--- src/rtl/ram_bist_pkg.sv ---
// ============================================================================
// Module  : ram_bist_pkg
// Brief   : Shared FSM encoding, read-latency limits and test pattern for the RAM BIST.
// Revision: 1.0
// ============================================================================
`default_nettype none

package ram_bist_pkg;

  localparam int RD_LAT_MIN = 1;
  localparam int RD_LAT_MAX = 3;
  localparam int PAT_W      = 32;

  typedef enum logic [2:0] {
    S_IDLE  = 3'd0,
    S_WR    = 3'd1,
    S_RD    = 3'd2,
    S_DRAIN = 3'd3,
    S_DONE  = 3'd4
  } state_e;

  // Callers keep the low DWIDTH bits, which gives the mod 2^DWIDTH wrap.
  function automatic logic [PAT_W-1:0] pattern(input logic [PAT_W-1:0] seed,
                                               input logic [PAT_W-1:0] addr,
                                               input logic             pass_idx);
    logic [PAT_W-1:0] base;
    base = seed + addr;
    return pass_idx ? ~base : base;
  endfunction

endpackage

`default_nettype wire

--- src/rtl/ram_bist_chk.sv ---
// ============================================================================
// Module  : ram_bist_chk
// Brief   : Read-latency delay line, data comparator, error counter and first-error latch.
// Revision: 1.0
// ============================================================================
`default_nettype none

module ram_bist_chk #(
  parameter int DWIDTH = 8,
  parameter int AWIDTH = 8,
  parameter int RD_LAT = 1
) (
  input  logic              clk,
  input  logic              rst,
  input  logic              clear_i,
  input  logic              vld_i,
  input  logic [DWIDTH-1:0] exp_i,
  input  logic [AWIDTH-1:0] addr_i,
  input  logic              pass_i,
  input  logic [DWIDTH-1:0] rd_data_i,
  output logic              mismatch_o,
  output logic [AWIDTH+1:0] err_cnt_o,
  output logic [AWIDTH-1:0] first_err_addr_o,
  output logic              first_err_pass_o
);

  logic [RD_LAT-1:0] vld_q;
  logic [RD_LAT-1:0] pass_q;
  logic [DWIDTH-1:0] exp_q  [RD_LAT];
  logic [AWIDTH-1:0] addr_q [RD_LAT];

  logic [AWIDTH+1:0] err_cnt_q, err_cnt_d;
  logic [AWIDTH-1:0] fea_q, fea_d;
  logic              fep_q, fep_d;

  always_ff @(posedge clk) begin
    if (rst) begin
      vld_q  <= '0;
      pass_q <= '0;
      for (int i = 0; i < RD_LAT; i++) begin
        exp_q[i]  <= '0;
        addr_q[i] <= '0;
      end
    end else begin
      vld_q[0]  <= vld_i;
      pass_q[0] <= pass_i;
      exp_q[0]  <= exp_i;
      addr_q[0] <= addr_i;
      for (int i = 1; i < RD_LAT; i++) begin
        vld_q[i]  <= vld_q[i-1];
        pass_q[i] <= pass_q[i-1];
        exp_q[i]  <= exp_q[i-1];
        addr_q[i] <= addr_q[i-1];
      end
    end
  end

  assign mismatch_o = vld_q[RD_LAT-1] && (rd_data_i != exp_q[RD_LAT-1]);

  // err_cnt cannot wrap, so a zero count marks the first mismatch of the test.
  always_comb begin
    err_cnt_d = err_cnt_q;
    fea_d     = fea_q;
    fep_d     = fep_q;
    if (clear_i) begin
      err_cnt_d = '0;
      fea_d     = '0;
      fep_d     = 1'b0;
    end else if (mismatch_o) begin
      err_cnt_d = err_cnt_q + (AWIDTH+2)'(1);
      if (err_cnt_q == '0) begin
        fea_d = addr_q[RD_LAT-1];
        fep_d = pass_q[RD_LAT-1];
      end
    end
  end

  always_ff @(posedge clk) begin
    if (rst) begin
      err_cnt_q <= '0;
      fea_q     <= '0;
      fep_q     <= 1'b0;
    end else begin
      err_cnt_q <= err_cnt_d;
      fea_q     <= fea_d;
      fep_q     <= fep_d;
    end
  end

  assign err_cnt_o        = err_cnt_q;
  assign first_err_addr_o = fea_q;
  assign first_err_pass_o = fep_q;

endmodule

`default_nettype wire

--- src/rtl/ram_bist_ctrl.sv ---
// ============================================================================
// Module  : ram_bist_ctrl
// Brief   : Two-pass (true/inverted) write/read BIST sequencer for a single-port RAM.
// Revision: 1.0
// ============================================================================
`default_nettype none

module ram_bist_ctrl
  import ram_bist_pkg::*;
#(
  parameter int DWIDTH = 8,
  parameter int DEPTH  = 256,
  parameter int AWIDTH = 8,
  parameter int RD_LAT = 1
) (
  input  logic              clk,
  input  logic              rst,
  input  logic              start,
  input  logic [DWIDTH-1:0] seed,
  output logic              busy,
  output logic              done,
  output logic              pass,
  output logic [AWIDTH+1:0] err_cnt,
  output logic [AWIDTH-1:0] first_err_addr,
  output logic              first_err_pass,
  output logic              ram_wr_en,
  output logic [AWIDTH-1:0] ram_addr,
  output logic [DWIDTH-1:0] ram_wr_data,
  input  logic [DWIDTH-1:0] ram_rd_data
);

  if (RD_LAT < RD_LAT_MIN || RD_LAT > RD_LAT_MAX) begin : g_bad_rd_lat
    $error("ram_bist_ctrl: RD_LAT out of range");
  end
  if (DWIDTH >= PAT_W || (1 << AWIDTH) != DEPTH) begin : g_bad_geometry
    $error("ram_bist_ctrl: unsupported DWIDTH/DEPTH/AWIDTH combination");
  end

  localparam logic [AWIDTH-1:0] LAST_ADDR  = AWIDTH'(DEPTH - 1);
  localparam logic [1:0]        DRAIN_LAST = 2'(RD_LAT - 1);

  state_e            state_q, state_d;
  logic [AWIDTH-1:0] cnt_q, cnt_d;
  logic [1:0]        drain_q, drain_d;
  logic              pidx_q, pidx_d;
  logic [DWIDTH-1:0] seed_q, seed_d;
  logic              busy_q, busy_d;
  logic              done_q, done_d;
  logic              pass_q, pass_d;
  logic              we_q, we_d;
  logic [DWIDTH-1:0] wdata_q, wdata_d;
  logic              w_clear;
  logic              w_mismatch;
  logic [PAT_W-1:0]  w_wpat, w_rpat;
  logic              w_unused_pat;

  // Write data is built from next-state values so it lines up with the registered address.
  assign w_wpat       = pattern(PAT_W'(seed_d), PAT_W'(cnt_d), pidx_d);
  assign w_rpat       = pattern(PAT_W'(seed_q), PAT_W'(cnt_q), pidx_q);
  assign w_unused_pat = ^{w_wpat[PAT_W-1:DWIDTH], w_rpat[PAT_W-1:DWIDTH]};

  always_comb begin
    state_d = state_q;
    cnt_d   = cnt_q;
    drain_d = drain_q;
    pidx_d  = pidx_q;
    seed_d  = seed_q;
    w_clear = 1'b0;
    case (state_q)
      S_IDLE: begin
        if (start) begin
          state_d = S_WR;
          cnt_d   = '0;
          pidx_d  = 1'b0;
          seed_d  = seed;
          w_clear = 1'b1;
        end
      end
      S_WR: begin
        if (cnt_q == LAST_ADDR) begin
          state_d = S_RD;
          cnt_d   = '0;
        end else begin
          cnt_d = cnt_q + AWIDTH'(1);
        end
      end
      S_RD: begin
        if (cnt_q == LAST_ADDR) begin
          state_d = S_DRAIN;
          drain_d = '0;
        end else begin
          cnt_d = cnt_q + AWIDTH'(1);
        end
      end
      S_DRAIN: begin
        if (drain_q == DRAIN_LAST) begin
          if (!pidx_q) begin
            pidx_d  = 1'b1;
            state_d = S_WR;
            cnt_d   = '0;
          end else begin
            state_d = S_DONE;
          end
        end else begin
          drain_d = drain_q + 2'd1;
        end
      end
      S_DONE:  state_d = S_IDLE;
      default: state_d = S_IDLE;
    endcase
  end

  // The last compare lands on the same edge that enters DONE, so fold it into pass.
  always_comb begin
    busy_d  = (state_d == S_WR) || (state_d == S_RD) || (state_d == S_DRAIN);
    done_d  = (state_d == S_DONE);
    we_d    = (state_d == S_WR);
    wdata_d = (state_d == S_WR) ? w_wpat[DWIDTH-1:0] : wdata_q;
    pass_d  = pass_q;
    if (w_clear) begin
      pass_d = 1'b0;
    end else if (state_d == S_DONE) begin
      pass_d = (err_cnt == '0) && !w_mismatch;
    end
  end

  always_ff @(posedge clk) begin
    if (rst) begin
      state_q <= S_IDLE;
      cnt_q   <= '0;
      drain_q <= '0;
      pidx_q  <= 1'b0;
      seed_q  <= '0;
      busy_q  <= 1'b0;
      done_q  <= 1'b0;
      pass_q  <= 1'b0;
      we_q    <= 1'b0;
      wdata_q <= '0;
    end else begin
      state_q <= state_d;
      cnt_q   <= cnt_d;
      drain_q <= drain_d;
      pidx_q  <= pidx_d;
      seed_q  <= seed_d;
      busy_q  <= busy_d;
      done_q  <= done_d;
      pass_q  <= pass_d;
      we_q    <= we_d;
      wdata_q <= wdata_d;
    end
  end

  ram_bist_chk #(
    .DWIDTH (DWIDTH),
    .AWIDTH (AWIDTH),
    .RD_LAT (RD_LAT)
  ) u_chk (
    .clk              (clk),
    .rst              (rst),
    .clear_i          (w_clear),
    .vld_i            (state_q == S_RD),
    .exp_i            (w_rpat[DWIDTH-1:0]),
    .addr_i           (cnt_q),
    .pass_i           (pidx_q),
    .rd_data_i        (ram_rd_data),
    .mismatch_o       (w_mismatch),
    .err_cnt_o        (err_cnt),
    .first_err_addr_o (first_err_addr),
    .first_err_pass_o (first_err_pass)
  );

  assign busy        = busy_q;
  assign done        = done_q;
  assign pass        = pass_q;
  assign ram_wr_en   = we_q;
  assign ram_addr    = cnt_q;
  assign ram_wr_data = wdata_q;

endmodule

`default_nettype wire
--- config.mk ---
export PLATFORM = sky130hd
export DESIGN_NAME = ram_bist_ctrl
export DESIGN_NICKNAME = d
export VERILOG_FILES = /design/src/rtl/ram_bist_pkg.sv /design/src/rtl/ram_bist_chk.sv /design/src/rtl/ram_bist_ctrl.sv
export SDC_FILE = /design/constraint.sdc
export NUM_CORES = 1
export LEC_CHECK = 0
export CAP_MARGIN = 5
export CORE_ASPECT_RATIO = 1.5
export CORE_MARGIN = 3
export CORE_UTILIZATION = 45
export CTS_CLUSTER_DIAMETER = 100
export DETAILED_ROUTE_END_ITERATION = 10
export GPL_TIMING_DRIVEN = 0
export HOLD_SLACK_MARGIN = 0.05
export PLACE_DENSITY = 0.69
export SLEW_MARGIN = 20
export SYNTH_ARGS = -nofsm -noshare
export SYNTH_HDL_FRONTEND = slang
export SYNTH_SLANG_ARGS = --single-unit
--- constraint.sdc ---
create_clock -name clk -period 4.5 [get_ports clk]
set_input_delay 1.35 -clock clk [delete_from_list [all_inputs] [get_ports clk]]
set_output_delay 1.35 -clock clk [all_outputs]
set_load 0.1 [all_outputs]
[Word-level counts from Yosys, hierarchy flattened]
Memories as Yosys holds them, arrays and structs flattened. A register that Yosys moved wholly into a read port is not among the register bits.
Cells that the tools add are included.
Operators by class
  $add $sub $neg: 5
  eq/ne operators: 11
  multiplexer cells: 31
  bitwise logic cells: 2
  reduce and logical (&&, ||, !) cells: 14
Operators with widths (count)
  two-way mux 8 bit: 11
  case mux 8 bit (4 select lines): 1
  adder 8 bit: 2
  inverter 8 bit: 2
  OR reduction 8 bit: 2
  two-way mux 3 bit: 5
  equality test 3 x 2 -> 1 bit (second input constant): 4
  case mux 3 bit (4 select lines): 1
  adder 10 x 1 -> 10 bit (second input constant): 1
  logical NOT 10 bit: 1
  two-way mux 1 bit: 9
  adder 8 x 1 -> 8 bit (second input constant): 1
  equality test 8 bit (second input constant): 1
  inequality test 8 bit: 1
  equality test 3 x 1 -> 1 bit (second input constant): 2
  two-way mux 2 bit: 2
  inequality test 2 bit (second input constant): 2
  case mux 2 bit (2 select lines): 1
  equality test 3 bit (second input constant): 1
  logical NOT 3 bit: 1
  AND reduction 3 bit: 1
  adder 2 x 1 -> 2 bit (second input constant): 1
  logical AND 1 bit: 2
  logical NOT 2 bit: 1
  other kinds (6): 7
Storage, ports and cells
  register bits: 47
  memory bits (writable): 16
  bits of input ports: 19
  output and inout port bits: 39
  memories kept: 2
Memory list
  u_chk.addr_q: depth 1, bits a word 8, read ports 1, clocked after memory_dff 1, write ports 1, RTL line ram_bist_chk.sv:30  | logic [AWIDTH-1:0] addr_q [RD_LAT];
  u_chk.exp_q: depth 1, bits a word 8, read ports 1, clocked after memory_dff 0, write ports 1, RTL line ram_bist_chk.sv:29  | logic [DWIDTH-1:0] exp_q [RD_LAT];

[Logic depth before layout (Yosys ltp)]
  depth after elaboration: 6
  mapped depth: 16
  depth with buffers taken out: 16

[Cells and area by module]
A second synthesis with hierarchy kept.
Second synthesis, totals
  cells, all modules: 405
  area, all modules: 3728.6 µm²
By module, submodules not included
  ram_bist_ctrl: instances 1, cells an instance 254, area each 2294.7 µm², sequential area each 680.7 µm²
  ram_bist_chk: instances 1, cells an instance 151, area each 1433.9 µm², sequential area each 740.7 µm²

[Worst setup path after synthesis]
No wires, ideal clock.
  path kind: register to register
  start point: reg cnt_q[1], in the netlist ram_addr[1]
  end point: reg wdata_q[6], in the netlist ram_wr_data[6]
  library setup time: 0.122 ns
  arrival time: 3.765 ns
  slack: 0.613 ns
  cell stages (with the launch flop): 16
  buffers on the path: 0
  period minus slack after synthesis: 3.887 ns
  cell sequence: dfxtp_1 -> ha_1 -> nand4_1 -> nor2_1 -> inv_1 -> ha_1 -> o22a_1 -> o21ai_0 -> ha_1 -> fa_1 -> a21o_1 -> a21oi_1 -> o21bai_1 -> a21oi_1 -> xnor2_1 -> a21oi_1
On the way
  word-level cells in the longest chain between the ends: 6
  elaborated cells on any way between the ends: 15
RTL lines
  start: declaration: RTL line ram_bist_ctrl.sv:43  | logic [AWIDTH-1:0] cnt_q, cnt_d;
  start signal: assignment: RTL line ram_bist_ctrl.sv:141  | cnt_q <= cnt_d;
  equality test 8 bit *: RTL line ram_bist_ctrl.sv:80, ram_bist_ctrl.sv:88
  two-way mux 8 bit, on equally long branches: RTL line ram_bist_ctrl.sv:88, ram_bist_ctrl.sv:80
  case mux 8 bit (4 select lines) *: RTL line ram_bist_ctrl.sv:69  | case (state_q)
  net cnt_d[0]: RTL line ram_bist_ctrl.sv:43
  adder 8 bit *: RTL line ram_bist_pkg.sv:27  | base = seed + addr;
  inverter 8 bit: RTL line ram_bist_pkg.sv:28  | return pass_idx ? ~base : base;
  two-way mux 8 bit *: RTL line ram_bist_pkg.sv:28
  end signal: assignment: RTL line ram_bist_ctrl.sv:149  | wdata_q <= wdata_d;
  end: declaration: RTL line ram_bist_ctrl.sv:51  | logic [DWIDTH-1:0] wdata_q, wdata_d;
Mark *: on every way through the listed nets, which the timed path passes. The rest lies on a longest branch.
A chain may end at the register's enable or synchronous reset.

[Worst setup path in the final report]
  start point: in start
  end point: reg wdata_q[6], in the netlist ram_wr_data[6]
On the way
  word-level cells in the longest chain between the ends: 5
  elaborated cells on any way between the ends: 12
RTL lines
  start: declaration: RTL line ram_bist_ctrl.sv:18  | input logic start,
  two-way mux 8 bit *: RTL line ram_bist_ctrl.sv:71  | if (start) begin
  two-way mux 8 bit *: RTL line ram_bist_ctrl.sv:69
  net seed_d[0]: RTL line ram_bist_ctrl.sv:46  | logic [DWIDTH-1:0] seed_q, seed_d;
  adder 8 bit *: RTL line ram_bist_pkg.sv:27
  inverter 8 bit: RTL line ram_bist_pkg.sv:28
  two-way mux 8 bit *: RTL line ram_bist_pkg.sv:28
Marks and branches as above.

==> impl_metrics.sql <==
INSERT INTO impl_metrics (metric_group, metric, value, unit) VALUES
('sta', 'setup-tns-final', '0', 'ns'),
('pwr', 'cellPowerDensity', '344', 'nW/µm²'),
('critical_path', 'worstReg2RegEnd', 'ram_wr_data[6]', ''),
('place', 'place_hpwl', '6470', 'µm'),
('logic_synthesis', 'synth_xor_area_share', '10.9', '%'),
('clock_network', 'cts.sinks', '71', ''),
('critical_path', 'crit_required', '4.71', 'ns'),
('pwr', 'vdd_drop_max', '0.268', 'mV'),
('logic_synthesis', 'synthAdderAreaFrac', '7.72', '%'),
('sta', 'shortest_clock_period_the_worst_path_allows_after_layout', '4.25', 'ns'),
('global_route', 'overflow', '0', ''),
('critical_path', 'crit_arrival', '4.46', 'ns'),
('critical_path', 'start_to_end_type_of_the_worst_setup_path', 'primary input to flop', ''),
('clock_network', 'clk_latency', '0.33', 'ns'),
('detailed_routing', 'detail_route.wl_per_cell', '14.8', 'µm'),
('die', 'fp.dieH', '116', 'µm'),
('sta', 'postLayoutSetupSlackWorst', '0.253', 'ns'),
('die', 'die_width', '79.0', 'µm'),
('logic_synthesis', 'post_synth_instance_area', '3600', 'µm²'),
('sta', 'final_hold_viol_count', '0', ''),
('cells_and_area', 'post_route_insts_no_fill', '562', ''),
('detailed_routing', 'drt_first_pass_iters', '4', ''),
('logic_synthesis', 'postSynth.asyncResetShare', '0', '%'),
('cells_and_area', 'fillCellCount', '730', ''),
('detailed_routing', 'antenna_violating_nets_post_route', '0', ''),
('critical_path', 'critical-path-slowest-cell', 'clkdlybuf4s50_1', ''),
('clock_network', 'cts-root-to-sink-buffers', '2', ''),
('cells_and_area', 'layout.cells.most_common', 'dfxtp_1', ''),
('cells_and_area', 'area.sequential', '1420', 'µm²'),
('pwr', 'switching_share', '25.8', '%'),
('place', 'dp_cells', '546', ''),
('place', 'portbufs', '56', ''),
('cells_and_area', 'drive_gt1_share', '8.70', '%'),
('global_route', 'globalRouteTotalUtil', '19.5', '%'),
('die', 'die_area', '9130', 'µm²'),
('sta', 'fmaxAchievable', '235', 'MHz'),
('place', 'dpl_worst_slack', '-0.245', 'ns'),
('logic_synthesis', 'synth_simple_gate_area_share', '20.7', '%'),
('status', 'run_status', 'complete, no violations', ''),
('die', 'start_util', '46.7', '%'),
('clock_network', 'cts_buffers', '9', ''),
('clock_network', 'htreeDepth', '3', ''),
('cells_and_area', 'fin_nets', '495', ''),
('clock_network', 'clk_pin_slew_worst_paths', '0.05', 'ns'),
('sta', 'setup_viol', '0', ''),
('critical_path', 'path_buf_inv', '1', ''),
('clock_network', 'cts_tree', 'built', ''),
('critical_path', 'cp_num_cells', '12', ''),
('pwr', 'power.sequential.fraction', '41.7', '%'),
('pwr', 'power_frac_comb', '14.0', '%'),
('critical_path', 'max_stage_delay', '0.51', 'ns'),
('detailed_routing', 'dr_total_vias', '2889', ''),
('critical_path', 'r2r_slack', '0.83', 'ns'),
('critical_path', 'crit_path_cell_trace', 'clkdlybuf4s50_1 -> or3b_4 -> nor2_8 -> mux2_2 -> ha_1 -> fa_1 -> a21o_1 -> a21oi_1 -> o21bai_1 -> a21oi_1 -> xnor2_1 -> a21oi_1', ''),
('detailed_routing', 'residual_drc', '0', ''),
('logic_synthesis', 'synth_enable_flop_cells', '0', ''),
('logic_synthesis', 'syn_nets', '428', ''),
('logic_synthesis', 'synth-warning-count', '0', ''),
('logic_synthesis', 'post_synthesis_compound_gate_area_fraction', '12.2', '%'),
('logic_synthesis', 'netlist.top_cell.by_area', 'dfxtp_1', ''),
('clock_network', 'clock-root-buffer', 'clkbuf_16', ''),
('logic_synthesis', 'ys.flop_type', 'dfxtp_1', ''),
('die', 'fp-row-count', '39', ''),
('pwr', 'total_power', '1.58', 'mW'),
('sta', 'finalMaxSlewViolations', '0', ''),
('critical_path', 'r2r_start', 'ram_addr[1]', ''),
('global_route', 'grt_pass1_vias', '2872', ''),
('global_route', 'wire_length_of_the_first_global_routing_pass', '13500', 'µm'),
('pwr', 'internal_power', '1.17', 'mW'),
('logic_synthesis', 'synth_largest_type_area_fraction', '39.5', '%'),
('critical_path', 'critical-path-top-delay-family', 'compound AO/OA/AOI/OAI gates', '');
[routing by layer]
metal	global-route usage, %	vias up	wire (µm)
li1	-	1473	-
met1	19.7	1325	3370
met2	35.4	66	4240
met3	4.51	25	311
met4	13.1	0	400
met5	0	-	0
[power by group through the flow]
stage / Combinational [mW] / Clock [mW] / Sequential, mW
5_1_grt: 0.239 / 0.742 / 0.661
2_1_floorplan: 0.0982 / 0 / 0.736
6_report: 0.222 / 0.699 / 0.659
3_5_place_dp: 0.223 / 0 / 0.673
3_3_place_gp: 0.221 / 0 / 0.672
4_1_cts: 0.224 / 0.713 / 0.659
[worst register-to-register path, cell delays in order (launching register included)]
cell      delay [ns]
dfxtp_1         0.51
ha_1            0.31
nand4_1         0.13
nor2_1          0.34
inv_1           0.13
ha_1            0.29
o22a_1          0.10
o21ai_0         0.12
ha_1            0.27
fa_1            0.41
a21o_1          0.17
a21oi_1         0.22
o21bai_1        0.10
a21oi_1         0.20
xnor2_1         0.17
a21oi_1         0.09
[timing repair]
item | 4_1_cts | 5_1_grt
endpoints found under the hold margin | 0 | 0
resized for setup | 0 | 1
hold buffers | 0 | 0
endpoints found under the setup margin | 0 | 1
[state kept, by name, indices dropped and copies added, names as in the netlist]
name                    cells
pidx_q                      1
u_chk.vld_q                 1
ram_wr_data                 8
busy                        1
u_chk.exp_q                 8
ram_wr_en                   1
u_chk.first_err_addr_o      8
u_chk.first_err_pass_o      1
u_chk.addr_q                8
u_chk.err_cnt_o            10
seed_q                      8
u_chk.pass_q                1
ram_addr                    8
done                        1
drain_q                     2
pass                        1
state_q                     3
[cells in the mapped netlist, drive strengths merged (2+ instances only)]
cell / count
a211oi: 7
a21o: 9
a21oi: 19
a31oi: 4
and2: 16
and3: 4
buf: 7
clkbuf: 8
dfxtp: 71
fa: 2
ha: 19
inv: 13
mux2: 7
mux2i: 12
nand2: 12
nand2b: 7
nand3: 8
nand3b: 2
nand4: 3
nor2: 51
nor2b: 10
nor3: 13
nor4: 6
o21ai: 10
o22a: 3
o311ai: 2
o31ai: 2
or3: 3
xnor2: 33
xor2: 11
[stage by stage]
step           instance area [µm²]  util [%]
4_1_cts                       4590      59.5
6_report                      4590      59.6
5_1_grt                       4590      59.6
2_1_floorplan                 3600         -
3_5_place_dp                  4290      55.6
3_3_place_gp                  4290      55.6
[final cells by class]
type	instances	share of cell area, %
inverters	13	1.06
clock inverters	5	1.25
multi-input cells	289	44.9
flip-flops and latches	71	30.9
clock buffers	11	5.28
repair buffers	56	12.2
plain buffers	15	1.63
well taps	102	2.78
[cells by family after synthesis]
| family | count (synthesis) |
|---|---|
| AO/OA/AOI/OAI | 64 |
| adder cells (fa/ha/maj) | 21 |
| multiplexers | 19 |
| buffers and inverters | 28 |
| AND/OR/NAND/NOR | 141 |
| flip-flops | 71 |
| XOR/XNOR | 44 |
[how the worst min path moves through the flow]
stage | endpoint | slack [ns] | depth (start not counted)
final | u_chk.first_err_addr_o[7] | 0.46 | 2
after global routing | u_chk.first_err_addr_o[2] | 0.49 | 2
after CTS | u_chk.first_err_addr_o[2] | 0.46 | 2
after detailed placement | u_chk.first_err_addr_o[7] | 0.45 | 2
after global placement | u_chk.first_err_addr_o[3] | 0.44 | 2
after floorplan | u_chk.first_err_addr_o[0] | 0.44 | 2
Power figures use the tool's default switching activity.
